File: src/rtl/decode_ctrl_unit_pkg.sv
// Shared decode constants: opcodes, memory access codes and immediate formats.
// Also maps an opcode to the immediate format it carries.
package decode_ctrl_unit_pkg;

    localparam logic [6:0] OPC_LOAD   = 7'b0000011;
    localparam logic [6:0] OPC_STORE  = 7'b0100011;
    localparam logic [6:0] OPC_BRANCH = 7'b1100011;
    localparam logic [6:0] OPC_JAL    = 7'b1101111;
    localparam logic [6:0] OPC_JALR   = 7'b1100111;
    localparam logic [6:0] OPC_LUI    = 7'b0110111;
    localparam logic [6:0] OPC_AUIPC  = 7'b0010111;
    localparam logic [6:0] OPC_OP_IMM = 7'b0010011;
    localparam logic [6:0] OPC_SYSTEM = 7'b1110011;

    localparam logic [3:0] RW_NONE = 4'b0000;
    localparam logic [3:0] RW_LB   = 4'b0001;
    localparam logic [3:0] RW_LH   = 4'b0010;
    localparam logic [3:0] RW_LW   = 4'b0011;
    localparam logic [3:0] RW_LBU  = 4'b0100;
    localparam logic [3:0] RW_LHU  = 4'b0101;
    localparam logic [3:0] RW_SB   = 4'b1001;
    localparam logic [3:0] RW_SH   = 4'b1010;
    localparam logic [3:0] RW_SW   = 4'b1011;

    typedef enum logic [2:0] {
        IMM_I    = 3'b000,
        IMM_S    = 3'b001,
        IMM_B    = 3'b010,
        IMM_U    = 3'b011,
        IMM_J    = 3'b100,
        IMM_NONE = 3'b111
    } imm_fmt_t;

    function automatic imm_fmt_t imm_fmt_of(input logic [6:0] opc);
        imm_fmt_t fmt;
        case (opc)
            OPC_LOAD, OPC_OP_IMM, OPC_JALR, OPC_SYSTEM: fmt = IMM_I;
            OPC_STORE:                                  fmt = IMM_S;
            OPC_BRANCH:                                 fmt = IMM_B;
            OPC_LUI, OPC_AUIPC:                         fmt = IMM_U;
            OPC_JAL:                                    fmt = IMM_J;
            default:                                    fmt = IMM_NONE;
        endcase
        return fmt;
    endfunction

endpackage

File: src/rtl/decode_ctrl_unit_imm_gen_core.sv
// Immediate generator: assembles the sign-extended immediate from instr[31:7].
// Input bit k of the instruction appears at instr_hi_i[k-7].
module imm_gen_core
    import decode_ctrl_unit_pkg::*;
(
    input  logic [24:0] instr_hi_i,
    input  imm_fmt_t    fmt_i,
    output logic [31:0] imm_o
);

    logic w_sign;
    assign w_sign = instr_hi_i[24];

    always_comb begin
        imm_o = 32'd0;
        case (fmt_i)
            IMM_I: imm_o = {{20{w_sign}}, instr_hi_i[24:13]};
            IMM_S: imm_o = {{20{w_sign}}, instr_hi_i[24:18], instr_hi_i[4:0]};
            IMM_B: imm_o = {{19{w_sign}}, w_sign, instr_hi_i[0], instr_hi_i[23:18],
                            instr_hi_i[4:1], 1'b0};
            IMM_U: imm_o = {instr_hi_i[24:5], 12'd0};
            IMM_J: imm_o = {{11{w_sign}}, w_sign, instr_hi_i[12:5], instr_hi_i[13],
                            instr_hi_i[23:14], 1'b0};
            default: imm_o = 32'd0;
        endcase
    end

endmodule

File: src/rtl/decode_ctrl_unit.sv
// Decode control: memory access decode, immediate generation and load-use
// hazard detection against the instruction currently in EX.
module decode_ctrl_unit
    import decode_ctrl_unit_pkg::*;
(
    input  logic        clk_i,
    input  logic        rst_i,
    input  logic [29:0] instr_i,
    input  logic        busywait_i,
    input  logic        flush_i,
    output logic [3:0]  read_write_o,
    output logic        is_memory_o,
    output logic        is_load_o,
    output logic [31:0] imm_o,
    output logic        load_stall_o
);

    logic [31:0] w_instr;
    logic [6:0]  w_opcode;
    logic [2:0]  w_funct3;
    logic [4:0]  w_rs1;
    logic [4:0]  w_rs2;
    logic [4:0]  w_rd;
    logic [3:0]  w_rw;
    imm_fmt_t    w_fmt;

    logic        r_ex_is_load;
    logic [4:0]  r_ex_rd;

    assign w_instr  = {instr_i, 2'b11};
    assign w_opcode = w_instr[6:0];
    assign w_funct3 = w_instr[14:12];
    assign w_rs1    = w_instr[19:15];
    assign w_rs2    = w_instr[24:20];
    assign w_rd     = w_instr[11:7];

    // Unlisted funct3 values fall through to RW_NONE, which also clears the flags.
    always_comb begin
        w_rw = RW_NONE;
        if (w_opcode == OPC_LOAD) begin
            case (w_funct3)
                3'b000:  w_rw = RW_LB;
                3'b001:  w_rw = RW_LH;
                3'b010:  w_rw = RW_LW;
                3'b100:  w_rw = RW_LBU;
                3'b101:  w_rw = RW_LHU;
                default: w_rw = RW_NONE;
            endcase
        end else if (w_opcode == OPC_STORE) begin
            case (w_funct3)
                3'b000:  w_rw = RW_SB;
                3'b001:  w_rw = RW_SH;
                3'b010:  w_rw = RW_SW;
                default: w_rw = RW_NONE;
            endcase
        end
    end

    assign read_write_o = w_rw;
    assign is_memory_o  = |w_rw;
    assign is_load_o    = ~w_rw[3] & (|w_rw);

    assign w_fmt = imm_fmt_of(w_opcode);

    imm_gen_core u_imm_gen_core (
        .instr_hi_i (w_instr[31:7]),
        .fmt_i      (w_fmt),
        .imm_o      (imm_o)
    );

    // rs2 is compared for every opcode; a false stall only costs one bubble.
    assign load_stall_o = r_ex_is_load & (r_ex_rd != 5'd0) &
                          ((r_ex_rd == w_rs1) | (r_ex_rd == w_rs2));

    always_ff @(posedge clk_i or negedge rst_i) begin
        if (!rst_i) begin
            r_ex_is_load <= 1'b0;
            r_ex_rd      <= 5'd0;
        end else if (busywait_i) begin
            r_ex_is_load <= r_ex_is_load;
            r_ex_rd      <= r_ex_rd;
        end else if (flush_i || load_stall_o) begin
            r_ex_is_load <= 1'b0;
            r_ex_rd      <= 5'd0;
        end else begin
            r_ex_is_load <= is_load_o;
            r_ex_rd      <= w_rd;
        end
    end

endmodule

File: config.mk
export PLATFORM = sky130hd
export DESIGN_NAME = decode_ctrl_unit
export DESIGN_NICKNAME = d
export VERILOG_FILES = /design/src/rtl/decode_ctrl_unit_pkg.sv /design/src/rtl/decode_ctrl_unit_imm_gen_core.sv /design/src/rtl/decode_ctrl_unit.sv
export SDC_FILE = /design/constraint.sdc
export NUM_CORES = 1
export LEC_CHECK = 0
export ABC_AREA = 0
export ABC_CLOCK_PERIOD_IN_PS = 2100
export CAP_MARGIN = 30
export CORE_ASPECT_RATIO = 0.7
export CORE_MARGIN = 1.5
export CORE_UTILIZATION = 29
export DETAILED_ROUTE_END_ITERATION = 8
export GPL_TIMING_DRIVEN = 0
export MAX_ROUTING_LAYER = met4
export PLACE_DENSITY = 0.84
export SLEW_MARGIN = 20
export SYNTH_ARGS = -nofsm -noshare
export SYNTH_HDL_FRONTEND = slang
export SYNTH_SLANG_ARGS = --single-unit
File: constraint.sdc
create_clock -name clk_i -period 2.1 [get_ports clk_i]
set_clock_uncertainty 0.2 [all_clocks]
set_input_delay 0.42 -clock clk_i [delete_from_list [all_inputs] [get_ports clk_i]]
set_output_delay 0.42 -clock clk_i [all_outputs]
set_load 0.05 [all_outputs]
==> summary.txt <==
Worst setup path
  – Worst-path fanout max: 5
  – R2R setup slack: 0.18 ns
  – Worst Setup End Kind: output port
  – Crit-path slowest cell: nor3b_4
  – Crit-path leading delay family: simple AND/OR/NAND/NOR gates
  – CP Cell Sequence: buf_12 -> or2_4 -> nor3b_4 -> nand2_2 -> o211ai_1 -> buf_4
  – Worst path required time: 1.48 ns
  – Setup CP Type: input pin to output port
  – Worst path buffer plus inverter count: 2
  – CP startpoint kind: input pin
  – Critical R2R Launch: r_ex_rd[2]$_DFFE_PN0N_
  – Reg-to-Reg End: r_ex_rd[0]$_DFFE_PN0N_
  – R2R depth: 4
  – Max incr delay on CP: 0.34 ns
  – Critical Path AT: 1.76 ns

Synthesis
  – Synth Cell Area: 885 µm²
  – Avg Cell Area, Syn: between 7 and 8 µm²
  – Yosys reg bits: 6
  – Synth cell types: 40
  – Synth Warn #: 0
  – Ys flop type: dfrtp_1
  – Seq/Total Area, Yosys: 0.170
  – Post-synth EDFFs: 0
  – Syn_nets: about 160
  – Post-synthesis cell count: 121
  – Asr flop ratio synth: 1.00

Global route
  – Tot GR Track Use: 0.292
  – Initial antenna violation count: 0
  – First-pass GRT wire length: 7600 µm
  – Largest net degree at the start of global routing: 11
  – GR Overflow Total: 0
  – Vias in the first global route: between 1000 and 1500

Routing
  – Drt initial violations: 74
  – WL/cell: approximately 21 µm
  – Final wirelength: 5160 µm
  – Total number of vias: roughly 1400
  – ANT nets after route: 0
  – Residual DRC: 0
  – Via density: 5.54
  – First-pass detailed-route iteration total: 4

Timing
  – Hold Vio Cnt, Final: 0
  – Fmax: 420 MHz
  – Tcrit/Tclk final: 1.13
  – Slew HR: 0.739
  – Max-slew violations: 0
  – WHS: roughly 0.25 ns
  – RSZ-0062 raised after global routing: true
  – Min setup slack post-route: -0.282 ns
  – # setup viols final: 39
  – Least-Margin Pin Slew: around 0.4 ns
  – Tmin final: 2.38 ns

Final layout
  – Most common cell after layout, fill and taps aside: buf_8
  – Synthesis-to-layout area growth: 181%
  – Final Util: 0.875
  – Most frequent cells in the layout: buf_8, nand2_2, buf_4
  – Diode count: 0
  – Share of layout cells above drive strength 1: 0.679
  – Final net count: ~250
  – Fin cells: 251

Clock tree
  – H-tree depth: 1
  – CTS max path bufs: 2
  – CTS Sinks: 6
  – CTS Buf Count: 3
  – Clock Latency Late Sink: ~0.23 ns
  – CTS root buffer: clkbuf_8
  – Clock transition at the registers of the reported paths: 0.04 ns
  – CTS tree: yes

Die
  – Die Area: 3400 µm²
  – Initial Util: 0.311
  – Die Wd: 69.0 µm
  – Core area: 2840 µm²
  – Cell Rows: 16
  – Die height: 49.2 µm
  – Ports: 73

Placed design
  – IO Port Bufs: 69
  – Hpwl dp: 2610 µm
  – Placed Cells: 226
  – RePlAce Congestion: 0.858

Pwr
  – Worst vdd ir: 0.253 mV
  – Power Dens Cells: 374 nW/µm²
  – Leak Pwr: approximately 1.2 nW
  – Final Power: 932 µW

Outcome
  – Failing checks: setup timing
  – Status: finished, violations left

Run
  – Max cap viols: 0

Hold path
  – Hold WC Path Type: input pin to async pin
-- worst register-to-register path: stages, from the launching register on --
cell	delay (ns)
dfrtp_1	0.39
or4_1	0.55
o21ai_2	0.20
o21a_1	0.31
a22o_1	0.20
-- through the flow --
step	area (µm²)	setup TNS [ns]	setup WS, ns
global placement	1800	-49.66	-1.40
CTS	2350	-4.80	-0.187
detailed placement	1800	-50.75	-1.46
global route	2490	-7.86	-0.302
finish	2490	-6.97	-0.282
floorplan	1070	-6.29	-0.494
-- cell usage after synthesis, drive strengths merged, types with 3 or more instances --
master,instances,area [µm²]
nand2,22,82.6
nor2,12,45.0
a21o,11,82.6
xor2,11,96.3
a22o,10,87.6
and2,6,37.5
dfrtp,6,150
buf,5,33.8
nor3,5,30.0
o21ai,4,20.0
or2,3,21.3
or4,3,26.3
-- sequential cells by signal, summed over array words and instances, names as in the netlist --
name and count:
r_ex_is_load 1, r_ex_rd 5
-- per-layer routing --
metal / wire (µm) / GRT usage / up-vias
li1: - / - / 621
met1: 2170 / 0.370 / 665
met2: 2460 / 0.481 / 91
met3: 387 / 0.0393 / 14
met4: 140 / 0.105 / 0
met5: 0 / - / -
-- logic make-up after synthesis --
kind of cell,synth area share
xor+xnor,0.119
compound gates,0.301
buf+inv,0.0523
flops,0.170
simple gates,0.358
-- worst max path at each step --
stage	start	to	slack, ns	depth (start not counted)
4_1_cts	instr_i[4]	imm_o[30]	-0.19	7
6_report	instr_i[0]	imm_o[11]	-0.28	6
2_1_floorplan	instr_i[0]	imm_o[11]	-0.49	5
5_1_grt	instr_i[0]	imm_o[11]	-0.30	6
3_5_place_dp	instr_i[1]	imm_o[13]	-1.46	6
3_3_place_gp	instr_i[1]	imm_o[15]	-1.40	6
-- repair_timing --
item,in CTS,in global routing
hold buffers,0,0
pin swaps,25,20
buffers inserted,14,7
gates resized for setup,377,28
gates cloned,4,0
endpoints found under the setup margin,40,39
-- power breakdown --
part           leakage (nW)  total [mW]  internal, mW  switching (mW)
logic                  1.05       0.615         0.286           0.328
clock network        0.0216       0.184         0.124          0.0595
registers            0.0790       0.133         0.124         0.00921
-- layout make-up --
type	instances	area [µm²]
timing repair buffer	91	1080
tap	36	45.0
multi-input combinational	108	1080
fill	117	354
clock buffer	3	41.3
inverter	1	3.75
buffer	6	90.1
sequential	6	150
No activity file was read; power rests on OpenSTA's default activity.
